===== config.mk =====
export PLATFORM = sky130hd
export DESIGN_NAME = pulse_stretcher
export DESIGN_NICKNAME = d
export VERILOG_FILES = /design/src/rtl/pulse_stretcher.sv
export SDC_FILE = /design/constraint.sdc
export NUM_CORES = 1
export LEC_CHECK = 0
export ABC_CLOCK_PERIOD_IN_PS = 1950
export CAP_MARGIN = 25
export CORE_MARGIN = 2
export CORE_UTILIZATION = 56
export CTS_BUF_LIST = sky130_fd_sc_hd__clkbuf_4 sky130_fd_sc_hd__clkbuf_8
export CTS_CLUSTER_SIZE = 40
export DETAILED_ROUTE_END_ITERATION = 8
export GPL_ROUTABILITY_DRIVEN = 1
export PLACE_DENSITY = 0.77
export SLEW_MARGIN = 20
export SYNTH_ARGS = -nofsm -noshare
export SYNTH_HDL_FRONTEND = slang
export SYNTH_SLANG_ARGS = --single-unit

===== constraint.sdc =====
create_clock -name clk -period 1.95 [get_ports clk]
set_clock_uncertainty 0.05 [all_clocks]
set_input_delay 0.39 -clock clk [delete_from_list [all_inputs] [get_ports clk]]
set_output_delay 0.39 -clock clk [all_outputs]
set_load 0.01 [all_outputs]

===== src/rtl/pulse_stretcher.sv =====
// Stretches short event strobes into pulses with guaranteed min high/low times; queues one extra event.
// Optional: define PULSE_STRETCHER_RETRIGGER_EN so events during the high phase restart it.
module pulse_stretcher #(
  parameter int HOLD_CYCLES = 25_000_000,
  parameter int GAP_CYCLES  = 12_500_000,
  parameter int CNT_W       = $clog2((HOLD_CYCLES > GAP_CYCLES)
                                     ? ((HOLD_CYCLES > 2) ? HOLD_CYCLES : 2)
                                     : ((GAP_CYCLES > 2) ? GAP_CYCLES : 2))
) (
  input  logic clk,
  input  logic rst,
  input  logic trig,
  input  logic en,
  output logic pulse_out,
  output logic busy,
  output logic done,
  output logic drop
);

  typedef enum logic [1:0] {
    IDLE   = 2'd0,
    ACTIVE = 2'd1,
    GAP    = 2'd2
  } state_t;

`ifdef PULSE_STRETCHER_RETRIGGER_EN
  localparam bit RETRIG = 1'b1;
`else
  localparam bit RETRIG = 1'b0;
`endif

  localparam logic [CNT_W-1:0] HOLD_LAST = CNT_W'(HOLD_CYCLES - 1);
  localparam logic [CNT_W-1:0] GAP_LAST  = CNT_W'((GAP_CYCLES > 0) ? GAP_CYCLES - 1 : 0);

  state_t           state_q, state_d;
  logic [CNT_W-1:0] cnt_q, cnt_d;
  logic             trig_q;
  logic             pending_q, pending_d;
  logic             pulse_q, busy_q, done_q, drop_q;
  logic             done_d, drop_d;
  logic             ev;
  logic             queue_ev;
  logic             gap_last;

  assign ev       = trig & ~trig_q & en;
  assign queue_ev = ev & ((state_q == GAP) | ((state_q == ACTIVE) & ~RETRIG));
  // With no gap configured, GAP is only entered to serve a pending event and lasts one cycle.
  assign gap_last = (GAP_CYCLES == 0) || (cnt_q == GAP_LAST);

  always_comb begin
    state_d   = state_q;
    cnt_d     = cnt_q;
    pending_d = pending_q;
    done_d    = 1'b0;
    drop_d    = 1'b0;

    if (queue_ev) begin
      if (pending_q) drop_d = 1'b1;
      else           pending_d = 1'b1;
    end

    case (state_q)
      IDLE: begin
        if (ev) begin
          state_d = ACTIVE;
          cnt_d   = '0;
        end
      end
      ACTIVE: begin
        if (RETRIG && ev) begin
          cnt_d = '0;
        end else if (cnt_q == HOLD_LAST) begin
          done_d = 1'b1;
          cnt_d  = '0;
          if (GAP_CYCLES > 0 || pending_q || ev) state_d = GAP;
          else                                   state_d = IDLE;
        end else begin
          cnt_d = cnt_q + 1'b1;
        end
      end
      GAP: begin
        if (gap_last) begin
          cnt_d = '0;
          // An event landing in the final gap cycle is served here rather than lost.
          if (pending_q || ev) begin
            state_d   = ACTIVE;
            pending_d = 1'b0;
          end else begin
            state_d = IDLE;
          end
        end else begin
          cnt_d = cnt_q + 1'b1;
        end
      end
      default: begin
        state_d   = IDLE;
        cnt_d     = '0;
        pending_d = 1'b0;
      end
    endcase
  end

  always_ff @(posedge clk or negedge rst) begin
    if (!rst) begin
      state_q   <= IDLE;
      cnt_q     <= '0;
      trig_q    <= 1'b0;
      pending_q <= 1'b0;
      pulse_q   <= 1'b0;
      busy_q    <= 1'b0;
      done_q    <= 1'b0;
      drop_q    <= 1'b0;
    end else begin
      state_q   <= state_d;
      cnt_q     <= cnt_d;
      trig_q    <= trig;
      pending_q <= pending_d;
      pulse_q   <= (state_d == ACTIVE);
      busy_q    <= (state_d != IDLE);
      done_q    <= done_d;
      drop_q    <= drop_d;
    end
  end

  assign pulse_out = pulse_q;
  assign busy      = busy_q;
  assign done      = done_q;
  assign drop      = drop_q;

endmodule


==> results of run 1 <==
[cells by family after synthesis]
| family | count (synthesis) | share of synthesized area |
|---|---|---|
| AO/OA/AOI/OAI | 42 | 0.1586 |
| XOR/XNOR | 20 | 0.09174 |
| adder cells (fa/ha/maj) | 5 | 0.03277 |
| buffers and inverters | 13 | 0.03407 |
| flip-flops | 33 | 0.4325 |
| AND/OR/NAND/NOR | 76 | 0.2503 |
[per-stage QoR]
step	setup TNS (ps)	cells	setup slack [ps]	total power, mW	util
4_1_cts	0	260	6.228	1.369	0.6772
3_3_place_gp	-115.2	251	-83.99	0.7282	0.6425
6_report	-13.12	263	-13.12	1.363	0.7045
5_1_grt	-967.5	263	-85.21	1.414	0.7045
2_1_floorplan	0	189	83.29	0.7037	-
3_5_place_dp	-682.1	251	-133.4	0.7295	0.6425
[routing by layer]
| metal | part of all wire | track usage | vias to the layer above |
|---|---|---|---|
| li1 | - | - | 748 |
| met1 | 0.44 | 0.2940 | 765 |
| met2 | 0.49 | 0.3587 | 36 |
| met3 | 0.044 | 0.06667 | 11 |
| met4 | 0.023 | 0.1000 | 0 |
| met5 | 0 | 0 | - |
[registers in the layout, indices dropped and copies added, names as in the netlist]
register   cells
state_q        2
pending_q      1
trig_q         1
pulse_out      1
cnt_q         25
done           1
busy           1
drop           1
[power groups by stage]
| stage | logic, mW | clock network, mW | registers, mW |
|---|---|---|---|
| 3_5_place_dp | 0.0295 | 0 | 0.700 |
| 3_3_place_gp | 0.0283 | 0 | 0.700 |
| 4_1_cts | 0.0302 | 0.652 | 0.687 |
| 6_report | 0.0289 | 0.647 | 0.686 |
| 2_1_floorplan | 0.00317 | 0 | 0.701 |
| 5_1_grt | 0.0332 | 0.694 | 0.687 |
[Yosys cell counts (2+ instances only)]
library cell and number:
o211ai_1 3, o21ai_0 3, xor2_1 18, xnor2_1 2, inv_1 6, nor2_1 5, dfrtp_1 33, nand3_1 10
nor4_4 2, nor3_1 5, nand4_1 14, buf_6 2, a21oi_1 20, clkbuf_1 4, ha_1 5, and3_1 6
and2_2 2, a21oi_2 4, nand2_1 17
[final timing paths]
kind	cells past startpoint	startpoint	end	slack, ps
min reg2reg	1	pending_q$_DFF_PN0_	drop$_DFF_PN0_	530
min	2	rst	cnt_q[7]$_DFFE_PN0P_	380
min in group clk	1	pending_q$_DFF_PN0_	drop$_DFF_PN0_	530
max	6	cnt_q[17]$_DFFE_PN0P_	cnt_q[21]$_DFFE_PN0P_	-10
max in group asynchronous	2	rst	cnt_q[5]$_DFFE_PN0P_	1160
max reg2reg	6	cnt_q[17]$_DFFE_PN0P_	cnt_q[21]$_DFFE_PN0P_	-10
[area by class of cell]
cell class	count	share of cell area
Clock buffer	5	0.01609
Clock inverter	3	0.02790
Inverter	6	0.009657
Multi-Input combinational cell	143	0.4635
Sequential cell	33	0.3562
Tap cell	46	0.02468
Timing Repair Buffer	27	0.1019
[repair_timing]
action | in CTS | in global routing
setup buffers | 1 | 2
cloned | 0 | 1
setup endpoints to repair | 21 | 26
gates resized for setup | 1 | 17
pin swaps | 0 | 7
==> key figures, run 1 <==
STA
  • Final number of setup-violating endpoints: 1
  • Final min period: between 1500 and 2000 ps
  • Final Hold Vio Count: 0
  • Slew Limit Headroom: 0.7257
  • RSZ-0062 raised after global routing: yes
  • Hold slack: 375.3 ps
  • Final worst setup slack: -13.12 ps
  • Fin. max-slew vios: 0
  • Tcrit/Tclk final: 1.007
  • Max Fclk: 0.5094 GHz
  • Measured slew at the worst slew-check pin: 411.4 ps

CTS
  • CTS Hold Bufs: 0
  • Clock Tree Buf Depth: 2
  • Clk_lat worst skew: 350 ps
  • CTS Buf Count: 5
  • # clock sinks: 33
  • CTS tree: done
  • Reg clk slew, reported paths: about 110 ps
  • CTS root buf: clkbuf_4
  • H-tree depth: 2

Layout
  • Commonest non-fill, non-tap cell in the layout: dfrtp_1
  • Finished Cell Area: 0.002332 mm2
  • Sequential cell area: 830.8 um2
  • Final #Nets: 225
  • Layout cells sized above 1: 0.2627
  • # diodes: 0
  • Multi-input gate area: 0.001081 mm2
  • Fillers: 248
  • P&R area growth vs syn: 22.15%
  • Most frequent cells in the layout: 29 x dfrtp_1, 18 x xor2_1, 17 x nand2_1

Power and ir drop
  • Seq pwr share: 0.504
  • Sw Ratio: 0.1977
  • Clock share of power: 0.475
  • Sw Pwr: 0.2693 mW
  • Cell area power density: slightly below 600 mW/mm2
  • Peak supply drop: around 0.46 mV
  • Comb power frac: 0.021
  • Pleak: 1.006 nW
  • Cell internal pwr: 1.093 mW

Setup path
  • WP data required: ~2100 ps
  • Largest stage delay, worst path: 420 ps
  • Max FO, Critical Path: 5
  • WP buf/inv: 1
  • Critical path's top delay family: simple AND/OR/NAND/NOR gates
  • CP startpoint kind: flip-flop
  • Setup CP Type: reg2reg
  • CP Capture Type: flip-flop
  • CP cell instances: or3b_4 -> nor4_4 -> a31oi_4 -> o21ai_4 -> buf_2 -> a21oi_1
  • Crit path arrival time: 2150 ps
  • Slowest stage cell on the critical path: or3b_4

Global routing
  • Total grt overflow: 0
  • Number of global-route vias before repair: 1536
  • First-pass GRT wire length: 6900 um
  • Largest net degree at the start of global routing: 34
  • Initial antenna violation count: 0
  • GRT Overall Usage: 0.2279

Synthesis
  • Synth area leader: dfrtp_1
  • Synthesized Nets: about 200
  • Part of the Yosys area used for sequential elements: 0.4325
  • Top cells by area, synth: dfrtp_1 43%, xor2_1 8.3%, a21oi_1 5.2%
  • Synthesis Warnings: 0
  • Unique masters post-synth: 47
  • Post-synth design cell area: 0.001909 mm2
  • Async S/R FF share, synth: 1.000
  • Main synth FF type: dfrtp_1
  • Post-synth EDFFs: 0
  • Synth Register Bits: 33
  • Syn Area/Cell: 10.10 um2
  • Cells after Synth: about 190
  • Share of the synthesized area in the top cell type: 0.4325

Placement
  • Placed cell area: 0.002127 mm2
  • Post-DP HPWL: ~2800 um
  • Port Buffers: 7
  • Routability cong.: 0.8600

Floorplanning
  • Rows: 21
  • Initial Util: 0.5767
  • Die X: 62.39 um
  • Die ar.: just under 0.004 mm2
  • IO Count: 8
  • Core Area: roughly 0.0033 mm2
  • Die Span Y: 62.39 um

Detailed routing
  • Routed Antenna Nets: 0
  • Routed wire per std cell: 16.51 um
  • Total number of vias: about 1.6k
  • Vias per Instance: around 5.9
  • Pre-antenna DRT Iters: 4
  • Total Wirelength: between 4000 and 5000 um
  • Drt first-iter violations: 90
  • DR DRC count: 0

Hold path
  • Hold Path Class: in2async

Run status
  • Failing checks: setup timing
  • Status: finished with violations

Run
  • Max_cap viols: 0
No activity file was read; power rests on OpenSTA's default activity.
==> run 2, diff against run 1 <==
--- a/config.mk
+++ b/config.mk
@@ -5,7 +5,6 @@
 export SDC_FILE = /design/constraint.sdc
 export NUM_CORES = 1
 export LEC_CHECK = 0
-export ABC_CLOCK_PERIOD_IN_PS = 1950
 export CAP_MARGIN = 25
 export CORE_MARGIN = 2
 export CORE_UTILIZATION = 56
@@ -13,6 +12,7 @@
 export CTS_CLUSTER_SIZE = 40
 export DETAILED_ROUTE_END_ITERATION = 8
 export GPL_ROUTABILITY_DRIVEN = 1
+export GPL_TIMING_DRIVEN = 1
 export PLACE_DENSITY = 0.77
 export SLEW_MARGIN = 20
 export SYNTH_ARGS = -nofsm -noshare
==> results of run 2 <==
Same layout as run 1: the final DEF is identical, and so are final timing and power.
==> run 3, diff against run 2 <==
--- a/config.mk
+++ b/config.mk
@@ -14,6 +14,7 @@
 export GPL_ROUTABILITY_DRIVEN = 1
 export GPL_TIMING_DRIVEN = 1
 export PLACE_DENSITY = 0.77
+export SETUP_SLACK_MARGIN = 0.15
 export SLEW_MARGIN = 20
 export SYNTH_ARGS = -nofsm -noshare
 export SYNTH_HDL_FRONTEND = slang
==> key figures, run 3 (same netlist as run 1, synthesis figures left out) <==
Run status
  • Status: finished with violations
  • Failing checks: setup timing

STA
  • Final Hold Vio Count: 0 (unchanged)
  • RSZ-0062 raised after global routing: yes
  • Measured slew at the worst slew-check pin: 409.2 ps (-2.221 ps)
  • Final min period: 2018 ps (+54.45 ps)
  • Setup TNS: -925.7 ps (-912.6 ps)
  • Final number of setup-violating endpoints: 22 (+21)
  • Final worst setup slack: -67.57 ps (-54.45 ps)
  • Max Fclk: 0.4956 GHz (-2.7%)
  • Fin. max-slew vios: 0 (unchanged)
  • Slew Limit Headroom: 0.7272 (+0.001481)
  • Hold slack: 381.5 ps (+6.206 ps)
  • Tcrit/Tclk final: 1.035 (+0.02792)

Layout
  • Non-filler cells, final: 274 (+4.2%)
  • P&R area growth vs syn: 33.68%
  • Final #Nets: 236 (+4.9%)
  • Max FFs per register: 25 (unchanged)
  • Finished Cell Area: 0.002552 mm2 (+9.4%)
  • Finished Core Util: 0.7710 (+0.06651)
  • # diodes: 0 (unchanged)
  • Largest reg by FF count: cnt_q
  • Layout cells sized above 1: 0.3772 (+0.1145)
  • Commonest non-fill, non-tap cell in the layout: dfrtp_1
  • Largest registers: cnt_q: 25 flops, state_q: 2 flops
  • Most frequent cells in the layout: 33 x dfrtp_1, 23 x a21oi_2, 21 x buf_4

Detailed routing
  • Routed Antenna Nets: 0 (unchanged)
  • Total Wirelength: 5252 um (+21%)
  • Routed wire per std cell: 19.17 um (+16%)
  • Drt first-iter violations: 89 (-1.1%)
  • DR DRC count: 0 (unchanged)
  • Total number of vias: 1729 (+11%)
  • Pre-antenna DRT Iters: 4 (unchanged)
  • Vias per Instance: 6.310 (+6.4%)

CTS
  • CTS Hold Bufs: 0 (unchanged)
  • CTS Buf Count: 5 (unchanged)
  • # clock sinks: 33 (unchanged)
  • Clk_lat worst skew: 350 ps (about the same)
  • Reg clk slew, reported paths: 100 ps (about the same)
  • Clock Tree Buf Depth: 2 (unchanged)
  • CTS root buf: clkbuf_4
  • H-tree depth: 2 (unchanged)
  • CTS tree: done

Setup path
  • Crit path arrival time: 2210 ps (+60 ps)
  • Setup CP Type: reg2reg
  • CP Capture Type: flip-flop
  • Reg-to-reg startpoint: cnt_q[5]$_DFFE_PN0P_
  • WP data required: 2140 ps (about the same)
  • Max FO, Critical Path: 7 (+2)
  • Crit path from: cnt_q[5]$_DFFE_PN0P_
  • CP startpoint kind: flip-flop

Placement
  • Port Buffers: 7 (unchanged)
  • DP Worst Slack: -117.8 ps (+15.65 ps)
  • Routability cong.: 0.8205 (-4.6%)
  • Post-DP HPWL: 2980 um (+5.2%)
  • Placed cell area: 0.002177 mm2 (+2.4%)
  • Dpl cells: 251 (unchanged)

Run
  • Max_cap viols: 0 (unchanged)

Floorplanning
  • IO Count: 8 (unchanged)
  • Rows: 21 (unchanged)
  • Initial Util: 0.5767 (unchanged)
  • Die Span Y: 62.39 um (unchanged)
  • Core Area: 0.003311 mm2 (unchanged)
  • Die X: 62.39 um (unchanged)
  • Die ar.: 0.003893 mm2 (unchanged)

Power and ir drop
  • Pwr Total: 1.135 mW (-17%)
  • Pleak: 1.066 nW (+6.0%)
  • Peak supply drop: 0.3362 mV (-27%)
  • Cell area power density: 444.7 mW/mm2 (-24%)

Global routing
  • Total grt overflow: 0 (unchanged)
  • GRT Overall Usage: 0.2473 (+0.01941)
  • Largest net degree at the start of global routing: 34 (unchanged)
  • Number of global-route vias before repair: 1594 (+3.8%)
  • Initial antenna violation count: 0 (unchanged)
  • First-pass GRT wire length: 7541 um (+9.3%)

Hold path
  • Hold Path Class: in2async
==> run 3: changes by cell type in the layout (fill, tap and decap cells not counted), moves of 2 or more <==
cell,change
a21oi_1,-15
a21oi_2,+15
buf_12,+3
buf_4,+5
buf_6,+2
bufinv_16,-2
clkbuf_4,+3
dfrtp_1,+4
dfrtp_2,-4
o21ai_0,-2
o21ai_2,+3
==> run 3: final cells by class <==
type	count	area, um2
multi-input combinational	143	1194
sequential	33	825.8
fill	221	758.2
timing repair buffer	38	392.9
clock buffer	8	60.06
tap	46	57.56
inverter	6	22.52
==> run 3: repair_timing <==
item                       CTS  global route
resized for setup           13            28
pin swaps                    7            31
setup endpoints to repair   28            29
setup buffers                7             7
gates cloned                 0             1
==> run 3: worst paths after layout <==
| kind | to | slack [ps] | cells after the start |
|---|---|---|---|
| worst max register to register | cnt_q[13]$_DFFE_PN0P_ | -70 | 7 |
| worst min register to register | drop$_DFF_PN0_ | 540 | 1 |
| worst min-delay path | cnt_q[9]$_DFFE_PN0P_ | 380 | 2 |
| worst max-delay path | cnt_q[13]$_DFFE_PN0P_ | -70 | 7 |
| min in group clk | drop$_DFF_PN0_ | 540 | 1 |
| max in group asynchronous | cnt_q[8]$_DFFE_PN0P_ | 1170 | 2 |
==> run 3: critical path, cell delays in order, from the launching register on <==
cell	delay, ps
dfrtp_1	460
and4bb_2	330
nand4_1	220
o21a_4	330
o21ai_4	150
buf_12	150
clkbuf_16	150
a21oi_2	60
==> run 3: report_power, final <==
part	switching [mW]	leakage (nW)	internal, mW	total (mW)
Clock	0.234	0.0368	0.185	0.419
Sequential	0.000851	0.417	0.686	0.687
Combinational	0.0184	0.612	0.0107	0.0291
==> run 3: per-layer routing <==
layer	share of wire	global-route usage
met2	0.50	0.3913
met5	0	0
met1	0.43	0.3270
met3	0.042	0.05946
met4	0.027	0.1056
